`config.mk`:
```
export PLATFORM = sky130hd
export DESIGN_NAME = fwd_hazard_ctrl
export DESIGN_NICKNAME = d
export VERILOG_FILES = /design/src/rtl/fwd_hazard_ctrl.sv
export SDC_FILE = /design/constraint.sdc
export NUM_CORES = 1
export LEC_CHECK = 0
export ABC_AREA = 1
export CORE_AREA = 8 8 87 89
export CTS_CLUSTER_SIZE = 10
export DETAILED_ROUTE_END_ITERATION = 6
export DIE_AREA = 0 0 95 97
export PLACE_DENSITY = 0.68
export SLEW_MARGIN = 40
export SYNTH_ARGS = -nofsm -noshare
export SYNTH_HDL_FRONTEND = slang
export SYNTH_SLANG_ARGS = --single-unit
```
`constraint.sdc`:
```
create_clock -name clk_i -period 4.7 [get_ports clk_i]
set_input_delay 0.47 -clock clk_i [delete_from_list [all_inputs] [get_ports clk_i]]
set_output_delay 0.47 -clock clk_i [all_outputs]
set_load 0.02 [all_outputs]
```
`src/rtl/fwd_hazard_ctrl.sv`:
```
// Forwarding-select and load-use hazard controller for the ID/EX boundary.
// Tracks the EX instruction plus DEPTH downstream result stages.
module fwd_hazard_ctrl #(
    parameter int unsigned REG_AW = 5,
    parameter int unsigned DEPTH  = 2,
    parameter int unsigned CNT_W  = 16
) (
    input  logic              clk_i,
    input  logic              rst_i,
    input  logic              id_valid_i,
    input  logic [REG_AW-1:0] id_rs_i,
    input  logic [REG_AW-1:0] id_rt_i,
    input  logic              id_rs_used_i,
    input  logic              id_rt_used_i,
    input  logic [REG_AW-1:0] id_rd_i,
    input  logic              id_regwrite_i,
    input  logic              id_memread_i,
    input  logic              flush_i,
    output logic [2:0]        forward_a_o,
    output logic [2:0]        forward_b_o,
    output logic              stall_o,
    output logic              pc_write_o,
    output logic              ifid_write_o,
    output logic [CNT_W-1:0]  stall_cnt_o
);

    typedef struct packed {
        logic              valid;
        logic [REG_AW-1:0] rs;
        logic [REG_AW-1:0] rt;
        logic              rs_used;
        logic              rt_used;
        logic [REG_AW-1:0] rd;
        logic              regwrite;
        logic              memread;
    } ex_t;

    typedef struct packed {
        logic              valid;
        logic [REG_AW-1:0] rd;
        logic              regwrite;
        logic              memread;
    } stg_t;

    ex_t              ex_q;
    ex_t              ex_d;
    stg_t             stg_q [1:DEPTH];
    logic [CNT_W-1:0] cnt_q;

    assign stall_o = id_valid_i & ex_q.valid & ex_q.memread & ex_q.regwrite
                   & (ex_q.rd != '0)
                   & ((id_rs_used_i & (id_rs_i == ex_q.rd))
                    | (id_rt_used_i & (id_rt_i == ex_q.rd)));

    assign pc_write_o   = ~stall_o;
    assign ifid_write_o = ~stall_o;
    assign stall_cnt_o  = cnt_q;

    // Stall and flush both inject a fully zeroed bubble into EX.
    always_comb begin
        ex_d = '0;
        if (!(stall_o || flush_i)) begin
            ex_d.valid    = id_valid_i;
            ex_d.rs       = id_rs_i;
            ex_d.rt       = id_rt_i;
            ex_d.rs_used  = id_rs_used_i;
            ex_d.rt_used  = id_rt_used_i;
            ex_d.rd       = id_rd_i;
            ex_d.regwrite = id_regwrite_i;
            ex_d.memread  = id_memread_i;
        end
    end

    always_ff @(posedge clk_i or negedge rst_i) begin
        if (!rst_i) begin
            ex_q  <= '0;
            cnt_q <= '0;
            for (int unsigned k = 1; k <= DEPTH; k++) begin
                stg_q[k] <= '0;
            end
        end else begin
            ex_q              <= ex_d;
            stg_q[1].valid    <= ex_q.valid;
            stg_q[1].rd       <= ex_q.rd;
            stg_q[1].regwrite <= ex_q.regwrite;
            stg_q[1].memread  <= ex_q.memread;
            for (int unsigned k = 2; k <= DEPTH; k++) begin
                stg_q[k] <= stg_q[k-1];
            end
            if (stall_o && (cnt_q != '1)) begin
                cnt_q <= cnt_q + CNT_W'(1);
            end
        end
    end

    // First match scanning upward is the youngest producer.
    always_comb begin
        forward_a_o = '0;
        forward_b_o = '0;
        for (int unsigned k = 1; k <= DEPTH; k++) begin
            if ((forward_a_o == '0) && stg_q[k].valid && stg_q[k].regwrite
                && (stg_q[k].rd != '0) && (stg_q[k].rd == ex_q.rs)
                && ex_q.rs_used && ex_q.valid) begin
                forward_a_o = 3'(k);
            end
            if ((forward_b_o == '0) && stg_q[k].valid && stg_q[k].regwrite
                && (stg_q[k].rd != '0) && (stg_q[k].rd == ex_q.rt)
                && ex_q.rt_used && ex_q.valid) begin
                forward_b_o = 3'(k);
            end
        end
        // A load one stage ahead has no data yet; never select it.
        if ((forward_a_o == 3'd1) && stg_q[1].memread) begin
            forward_a_o = '0;
        end
        if ((forward_b_o == 3'd1) && stg_q[1].memread) begin
            forward_b_o = '0;
        end
    end

endmodule

```
==> results by group <==
Floorplan
  • # IOs: 48
  • Num rows: 29
  • Die W: 95 um
  • DIE AREA: 0.00922 mm^2
  • Die height: 97 um
  • Effective utilization at floorplan: 43.5%
  • Core Area: 0.00620 mm^2

STA
  • Crit path time final: 2.94 ns
  • Max Clock Skew: 0.00778 ns
  • Setup violations, final: 0
  • Worst relative slew slack: 53.8%
  • Final Cycle Share: 62.5%
  • Setup_tns: 0 ns
  • Setup WS post-layout: 1.76 ns
  • Hold Vio Cnt, Final: 0
  • RSZ-0062 raised after global routing: false
  • Slew Limit Fails: 0
  • Least-Margin Pin Slew: 0.691 ns
  • Fmax: 0.340 GHz
  • Hold Slack: 0.260 ns

Synth
  • Fraction of the yosys area taken by sequential cells: 47.3%
  • Yosys Warn Count: 0
  • Post-synthesis cell area: 0.00270 mm^2
  • Mapped Cells: 349
  • Netlist cell types: 26
  • Synth Register Bits: 51
  • Post-Syn Area per Cell: 7.73 um^2

Layout
  • Number of antenna repair diodes: 0
  • Design area: 0.00328 mm^2
  • Layout fillers: 613
  • Utilization after layout: 52.8%
  • Non-filler cells, final: 472
  • Most frequent cells in the layout: nand2_1, nor2_1, dfrtp_1
  • Layout Nets: 418
  • Layout overhead on the synthesized area: 21.4%
  • Layout cells sized above 1: 5.32%
  • Commonest non-fill, non-tap cell in the layout: nand2_1

Power
  • P per Cell Area: 243 mW/mm^2
  • Max VDD drop: 0.166 mV
  • Total Power: 796 uW
  • Sw Pwr: 201 uW
  • Switching Share: 25.2%
  • Clk pwr share: 31.3%
  • Combinational share of power: 9.8%
  • Leak: 1.62 nW
  • Sequential power share: 58.9%
  • Internal: 595 uW

Worst setup path
  • Kind of critical path: primary input to output port
  • Critical Path Sink Type: output port
  • Critical Path Source Type: primary input
  • Worst-path cell with the longest stage delay: clkdlybuf4s50_1
  • Delay-heaviest family, CP: buffers and inverters
  • Worst EP arrival: 2.47 ns
  • Max stage delay on crit path: 0.60 ns
  • CP required: 4.23 ns
  • WP buf/inv: 4
  • Crit-path max FO: 18
  • CP most frequent cell: nand2_1
  • Crit path cell chain: clkdlybuf4s50_1, inv_1, nand2_1, nand2_1, nor2_1, nand3_1, nand2_2, nand2_1, inv_1, clkdlybuf4s50_1

Run
  • Maxcap violations: 0

Placement
  • Place WS: 1.75 ns
  • Post-Place Cells: 464
  • Final RePlAce weighted congestion: 0.881
  • Buffers on Ports: 45
  • Hpwl dp: 4.70 mm
  • Dpl cell area: 0.00319 mm^2

Clock tree
  • H-tree levels: 2
  • Max Root-Sink Buffers: 2
  • Setup Buffers After CTS: 0
  • Root Buffer: clkbuf_8
  • CTS tree: built
  • Worst-Skew Late Latency: 0.31 ns
  • CTS sink count: 51
  • Post-cts sizing count: 0
  • Clock-pin slew on the worst setup and hold paths: 0.10 ns
  • # hold bufs at CTS: 0
  • Cts bufs inserted: 5

Detailed routing
  • Final ANT Viol Nets: 0
  • Drc violations: 0
  • Wirelength per Cell: 13.2 um
  • Detailed Route Iter0 Violations: 96
  • Length of the first detailed-routing pass in iterations: 4
  • Vias per cell: 4.88
  • Routed Wire Length: 6.23 mm
  • Total number of vias: 2,302

GRT
  • Remaining Overflow, GRT: 0
  • Total Routing Usage GR: 13.9%
  • First-pass GRT wire length: 10.5 mm
  • Vias in the first global route: 2,249
  • Initial antenna violation count: 0
  • Pin count of the biggest net entering global routing: 52

Hold path
  • HP Class: primary input to async pin

Status
  • Status: complete, no violations
## power groups by stage
stage	clock network (mW)	logic, mW	registers [mW]
2_1_floorplan	0	0.0439	0.473
3_3_place_gp	0	0.0789	0.477
3_5_place_dp	0	0.0792	0.478
4_1_cts	0.259	0.0796	0.469
5_1_grt	0.277	0.0884	0.471
6_report	0.249	0.0783	0.469
## path summary, 6_finish.rpt
kind / cells past startpoint / endpoint / slack [ns] / from
min in group clk_i: 0 / stg_q[8] / 0.38 / ex_q[0]
hold reg to reg: 0 / stg_q[8] / 0.38 / ex_q[0]
hold / removal: 2 / stall_cnt_o[1] / 0.26 / rst_i
max in group asynchronous: 2 / stg_q[6] / 4.02 / rst_i
setup / recovery: 10 / stall_o / 1.76 / id_rs_i[4]
setup reg to reg: 9 / ex_q[12] / 2.56 / ex_q[6]
## metal layers
layer  share of wire, %  wire, um  up-vias  GRT usage, %
met1                 46      2850     1086          16.6
li1                   -         -     1169             -
met4                1.2        74        0          4.57
met2                 49      3080       41          23.8
met5                  0         0        -             0
met3                3.6       226        6          3.09
## layout make-up
cell class	count	area (um^2)	area share [%]
Clock buffer	5	68.8	2.10
Clock inverter	3	18.8	0.573
Inverter	46	173	5.27
Multi-Input combinational cell	244	1190	36.3
Sequential cell	51	1280	39.0
Tap cell	77	96.3	2.94
Timing Repair Buffer	46	453	13.8
## Yosys cell counts (all sizes together)
master	number	area (um^2)
a21oi	2	10.0
inv	46	173
ha	1	12.5
nand3	16	92.6
conb	1	3.75
xor2	8	70.1
xnor2	13	114
nand2	109	412
nor2	55	224
buf	9	62.6
dfrtp	51	1280
nor3	6	35.0
nand4	25	171
o2111ai	1	8.76
or2	2	12.5
o21ai	4	20.0
## flip-flops by register name, indices dropped and copies added, names as in the netlist
name and count:
stall_cnt_o 16, ex_q 20, stg_q 15
## cell families after synthesis
group | share of synthesized area (%)
AOI/OAI and AO/OA | 1.44
buffers and inverters | 8.72
adders and majority gates | 0.464
DFF | 47.3
other | 0.139
xor gates and xnor gates | 6.82
and+or+nand+nor | 35.1
Note: power is estimated with default switching activity, not from simulation.
